===== config.mk =====
export PLATFORM = sky130hd
export DESIGN_NAME = perf_counter_port
export DESIGN_NICKNAME = d
export VERILOG_FILES = /design/src/rtl/perf_counter_port.sv
export SDC_FILE = /design/constraint.sdc
export NUM_CORES = 1
export LEC_CHECK = 0
export ABC_AREA = 1
export BUFFER_PORTS_ARGS = -buffer_cell sky130_fd_sc_hd__buf_2
export CELL_PAD_IN_SITES_DETAIL_PLACEMENT = 0
export CELL_PAD_IN_SITES_GLOBAL_PLACEMENT = 1
export CORE_ASPECT_RATIO = 2
export CORE_MARGIN = 2
export CORE_UTILIZATION = 30
export CTS_CLUSTER_SIZE = 10
export DETAILED_ROUTE_END_ITERATION = 12
export GPL_TIMING_DRIVEN = 0
export PLACE_DENSITY_LB_ADDON = 0.05
export SLEW_MARGIN = 15
export SYNTH_ARGS = -nofsm -noshare
export SYNTH_HDL_FRONTEND = slang
export SYNTH_SLANG_ARGS = --single-unit

===== constraint.sdc =====
create_clock -name clk -period 1.6 [get_ports clk]
set_input_delay 0 -clock clk [delete_from_list [all_inputs] [get_ports clk]]
set_output_delay 0 -clock clk [all_outputs]
set_load 0.01 [all_outputs]

===== src/rtl/perf_counter_port.sv =====
// Performance counters (cycles, retired instructions, stall cycles) served over a 32-bit read handshake.
// Optional macro PERF_COUNTER_CLEAR_EN: a read of address 7 clears all counts, shadows and status.
module perf_counter_port #(
  parameter int unsigned TIMEOUT = 100000,
  parameter int unsigned STALL_W = 32
) (
  input  logic        clk,
  input  logic        rst_n,
  input  logic        W_v,
  input  logic        isHalt,
  input  logic        stall,
  input  logic        req_v,
  input  logic [2:0]  req_addr,
  output logic        req_rdy,
  output logic        resp_v,
  output logic [31:0] resp_data,
  input  logic        resp_rdy,
  output logic        halted,
  output logic        timeout
);

  localparam logic [63:0] WD_LAST = 64'(TIMEOUT) - 64'd1;

  logic [63:0]        cycle;
  logic [63:0]        instret;
  logic [STALL_W-1:0] stallcnt;
  logic [31:0]        cyc_shadow;
  logic [31:0]        ins_shadow;
  logic [31:0]        stall_ext;
  logic [31:0]        rd_mux;
  logic               frozen;
  logic               accept;
  logic               wd_fire;
  logic               clear;
  logic               stall_sat;

  assign frozen    = halted | timeout;
  assign req_rdy   = !resp_v || resp_rdy;
  assign accept    = req_v && req_rdy;
  assign stall_sat = &stallcnt;
  assign wd_fire   = (TIMEOUT != 0) && !frozen && (cycle == WD_LAST);

`ifdef PERF_COUNTER_CLEAR_EN
  assign clear = accept && (req_addr == 3'd7);
`else
  assign clear = 1'b0;
`endif

  generate
    if (STALL_W >= 32) begin : g_stall_trunc
      assign stall_ext = stallcnt[31:0];
    end else begin : g_stall_pad
      assign stall_ext = {{(32-STALL_W){1'b0}}, stallcnt};
    end
  endgenerate

  // Read values are taken from the current register state, i.e. before this edge's increment.
  always_comb begin
    rd_mux = 32'h0;
    case (req_addr)
      3'd0:    rd_mux = cycle[31:0];
      3'd1:    rd_mux = cyc_shadow;
      3'd2:    rd_mux = instret[31:0];
      3'd3:    rd_mux = ins_shadow;
      3'd4:    rd_mux = stall_ext;
      3'd5:    rd_mux = {30'b0, timeout, halted};
      default: rd_mux = 32'h0;
    endcase
  end

  always_ff @(posedge clk or negedge rst_n) begin
    if (!rst_n) begin
      cycle    <= '0;
      instret  <= '0;
      stallcnt <= '0;
    end else if (clear) begin
      cycle    <= '0;
      instret  <= '0;
      stallcnt <= '0;
    end else if (!frozen) begin
      cycle <= cycle + 64'd1;
      if (W_v)
        instret <= instret + 64'd1;
      if (stall && !stall_sat)
        stallcnt <= stallcnt + STALL_W'(1);
    end
  end

  // Halt and watchdog on the same edge both latch; the halting cycle itself is still counted above.
  always_ff @(posedge clk or negedge rst_n) begin
    if (!rst_n) begin
      halted  <= 1'b0;
      timeout <= 1'b0;
    end else if (clear) begin
      halted  <= 1'b0;
      timeout <= 1'b0;
    end else begin
      if (isHalt)
        halted <= 1'b1;
      if (wd_fire)
        timeout <= 1'b1;
    end
  end

  always_ff @(posedge clk or negedge rst_n) begin
    if (!rst_n) begin
      cyc_shadow <= '0;
      ins_shadow <= '0;
    end else if (clear) begin
      cyc_shadow <= '0;
      ins_shadow <= '0;
    end else if (accept) begin
      if (req_addr == 3'd0)
        cyc_shadow <= cycle[63:32];
      if (req_addr == 3'd2)
        ins_shadow <= instret[63:32];
    end
  end

  // One-entry response buffer: payload holds until consumed, a new accept may refill it on the same edge.
  always_ff @(posedge clk or negedge rst_n) begin
    if (!rst_n) begin
      resp_v    <= 1'b0;
      resp_data <= '0;
    end else if (accept) begin
      resp_v    <= 1'b1;
      resp_data <= rd_mux;
    end else if (resp_rdy) begin
      resp_v <= 1'b0;
    end
  end

endmodule

# --- After elaboration in Yosys (flattened, before gate mapping) ---
# Cells that the tools add are included.
totals:
  regBits: 259
  latch_bits: 0
  ramBits: 0
  mem_bits_ro: 0
  output_inout_bits: 36
  word_cells: 37
  mem_count: 0
classes:
  addsub: 3
  multipliers: 0
  div_mod_pow: 0
  magnitude_cmp: 0
  eq_ne: 6
  shifts: 0
  muxes: 3
  bitwise: 2
  n_reduce_logical: 14
ops:
  columns: ["operator", "n"]
  rows:
  - ["$pmux 32 s6", 1]
  - ["$add 64x1->64 const B", 2]
  - ["$eq 64x17->1 const B", 1]
  - ["$add 32x1->32 const B", 1]
  - ["$reduce_and 32->1", 1]
  - ["$reduce_and 2->1", 4]
  - ["$eq 3x2->1 const B", 2]
  - ["$eq 3x3->1 const B", 2]
  - ["$eq 3x1->1 const B", 1]
  - ["$logic_and 1x1->1", 3]
  - ["$logic_not 1->1", 3]
  - ["$logic_not 3->1", 1]
  - ["$mux 1", 2]
  - ["$reduce_bool 2->1", 1]
  - ["$logic_or 1x1->1", 1]
  - ["$not 1->1", 1]
  - ["$or 1x1->1", 1]

# --- Longest topological paths before layout ---
depth:
  ltp_word: 4
  depth_mapped: 11
  ltp_nobuf: 11

# --- Worst setup path after synthesis ---
# No wires, ideal clock.
synth_timing:
  path_kind: "reg-to-reg"
  from: "register stallcnt[0], in the netlist stall_ext[0]"
  to: "register stallcnt[14], in the netlist stall_ext[14]"
  setup_time_ps: 117
  arrival_ps: 1500
  slack_ps: -17
  path_stages_with_launch: 12
  path_cell_list: "dfrtp_1 > ha_1 > nand3_2 > inv_2 > nand2_2 > nor2_4 > nand2_4 > nand3_4 > inv_4 > buf_6 > nand2_1 > nand2_1"
synth_via:
  elab_chain_cells: 4
  word_cells_on_any_way: 5
synth_lines:
  columns: ["element", "line", "text"]
  rows:
  - ["start: declaration", "26", "logic [STALL_W-1:0] stallcnt;"]
  - ["start signal: assignment", "85", "stallcnt <= stallcnt + STALL_W'(1);"]
  - ["branches (longest 4 deep; another with $add 32x1->32)", null, null]
# Parallel ways; which one is timed is not known.
# A chain may end at the register's enable or synchronous reset.

# --- Final worst setup path ---
layout_timing:
  from: "register stallcnt[18], in the netlist stall_ext[18]"
  to: "register stallcnt[24], in the netlist stall_ext[24]"
# The elaborated chain is that of the path after synthesis.

==> metrics <==
detailed-router iteration count before antenna repair=5; clock sinks=about 260; DR DRC count=0; hold path depth=5; max-cap check violation count=0; Hold Path Sink=resp_data[31]$_DFFE_PN0P_; Post-Syn Area=around 15000 um^2; Critical R2R Launch=stall_ext[18]$_DFFE_PN0P_; dpl cells=approximately 2700; worst slew pin tran=684 ps; Worst Path Arrival=about 2200 ps; Starting Density=between 30% and 40%; RSZ-0062 raised after global routing=true; met1 GRT Util=roughly 25%; synthesis-stage register bit count=approximately 260; syn_area_per_cell=between 7 and 8 um^2; top_reg_cell synth=dfrtp_1; H-Tree Level Count=1; M3 GR Usage=around 2.6%; skew final=39.5 ps; grt peak-use layer=met2; Setup Crit Path Kind=reg2reg; RD Place Congestion=0.910; num rows=114; critical path endpoint category=register; die height=between 300 and 400 um; fin crit share=110%; peak supply drop=0.000808 V; buffer depth of the longest clock path=3; met2 Track Usage GR=between 50% and 60%; number of global-route vias before repair=about 15000; Worst-Skew Late Latency=~600 ps; Layout Cells excl Fill=2949; Final Hold Viols=7; Synth top area share=between 40% and 50%; DIE AREA=50600 um^2; max-slew violation total from the final report=0; Post-synth top cells=nand2_1, dfrtp_1, inv_1; CTS tree=yes; setup violators final=89; Startpoint Class=register; clock root cell=clkbuf_16; PD cells=~680 nW/um^2; Worst Path Max Fanout=3; Final nets=roughly 2300; Synth Warn #=0; r2r setup slk=-170 ps; Layout area overhead=41.1%; failing checks=hold timing, setup timing; layout cells sized above 1=34.1%; clk slew on worst S/H paths=60 ps; initial antenna violation count=0; DP HPWL=56300 um; syn_nets=just over 2000; sequential area share after synthesis=between 40% and 50%; Synth area leader=dfrtp_1; CTS buffer count=30; first-pass GRT wire length=roughly 100000 um; final worst setup slack=-166 ps; GR Overflow Total=0; CORE AREA=approximately 48000 um^2; ANT nets after route=0; Worst Hold Class=in2reg; Pleak=approximately 9.6 nW; power after layout=around 14 mW; worst-case headroom to the max-slew limit=54.4%; synth unique cells=39; wire per inst=approximately 24 um; largest net degree at the start of global routing=85; count leader, synth=nand2_1; FF-to-FF path depth=13; fmax=566 MHz; Cells after Synth=between 2000 and 2500; number of port buffers=44; Worst setup startpoint=stall_ext[18]$_DFFE_PN0P_; Die W=approximately 160 um; Iteration-0 DRC Markers=844; Synth async-reset ratio=between 90% and 100%; hold path startpoint=req_v; gr usage total=roughly 28%; Diodes inserted=0; top cells by area, synth=dfrtp_1, nand2_1, inv_1, nor2_1, xor2_1; FF-to-FF End=stall_ext[24]$_DFFE_PN0P_; routed wire length=72100 um; Final Critical Period=1770 ps; dpl ws=-836 ps; total number of vias=approximately 15000; Worst Path Required=2060 ps; # fillers=between 5000 and 6000; Vias/cell=between 4 and 5; status=finished with violations; I/O Pins=46; final hold slack=-28.8 ps; Post-synth EDFFs=0
-- layer usage --
layer  vias to the layer above  part of all wire (%)
met3                       224                   2.6
met5                         -                     0
met1                      7026                    30
li1                       6938                     -
met2                       356                    55
met4                         0                    12
-- sequential cells by signal, summed over array words and instances, names as in the netlist --
register,cells
cycle,64
instret,64
cyc_shadow,32
ins_shadow,32
resp_data,32
stall_ext,32
halted,1
resp_v,1
timeout,1
-- where the power goes --
group | switching, mW | internal [mW] | total, mW | leakage, nW
clock | 2.92 | 3.40 | 6.32 | 0.396
combinational | 0.590 | 0.270 | 0.860 | 5.81
sequential | 0.135 | 6.71 | 6.85 | 3.36
total | 3.64 | 10.4 | 14.0 | 9.57
-- repair_timing --
action	CTS	global route
endpoints found under the hold margin	200	1
gates cloned	4	1
pin swaps	97	134
resized for setup	415	289
setup buffers	109	90
setup endpoints to repair	232	198
hold buffers	7	1
-- metrics by stage --
step / cell area [um^2] / TNS, ps / utilization, %
floorplan: 14600 / 0 / -
global placement: 15600 / -1329250 / 32.4
detailed placement: 15700 / -94200 / 32.6
CTS: 19000 / -12000 / 39.4
global route: 20600 / -15630 / 42.8
finish: 20600 / -7350 / 42.8
-- worst max-delay path: stages, from the launching register on --
cell and delay, ps:
dfrtp_1 380, inv_1 110, nor3_4 220, nand2_1 110
buf_4 150, buf_4 120, buf_4 120, buf_4 130
nor2_4 80, nand2_1 50, nand2_1 50, nand2_1 50
nand2_1 60, nand2_1 50
-- how the worst max path moves through the flow --
stage / to / slack (ps) / cells past startpoint
floorplan: stall_ext[14]$_DFFE_PN0P_ / 10 / 11
global placement: stall_ext[28]$_DFFE_PN0P_ / -4830 / 1
detailed placement: cycle[41]$_DFFE_PN0P_ / -840 / 7
CTS: instret[37]$_DFFE_PN0P_ / -220 / 10
global route: stall_ext[24]$_DFFE_PN0P_ / -260 / 13
finish: stall_ext[24]$_DFFE_PN0P_ / -170 / 13
-- cells in the final DEF, fill, tap and decap left out, types with 22 or more instances in the layout --
cell type  instances
clkbuf_16         31
nand2_4           42
o21ai_0           99
xor2_1            87
o22ai_1           24
dfrtp_2           69
nor2_2            44
nand3_1           89
nand2_1          543
nand4_1           66
buf_4            152
inv_2             22
nor2_4            98
buf_6             31
nor2_1           111
inv_1            234
nand3_2           24
nand2_2           93
buf_2             55
dfrtp_1          190
-- logic make-up (layout without fill, tap and decap cells) --
family	Yosys count	in the layout	synth area share [%]
simple gates	1190	1190	35.0
buf+inv	307	595	8.33
flops	259	259	44.3
compound gates	165	165	6.12
xor+xnor	96	96	5.75
fa+ha+maj	3	3	0.257
mux	3	3	0.231
-- cell type report --
cell class                      instances  area [um^2]  share of cell area, %
Tap cell                              638          798                   3.87
Clock inverter                          2         25.0                  0.121
Timing Repair Buffer                  254         2280                   11.1
Sequential cell                       259         6570                   31.8
Clock buffer                           33          782                   3.79
Multi-Input combinational cell       1457         8830                   42.8
Inverter                              264         1020                   4.97
Buffer                                 42          315                   1.53
No activity file was read; power rests on OpenSTA's default activity.
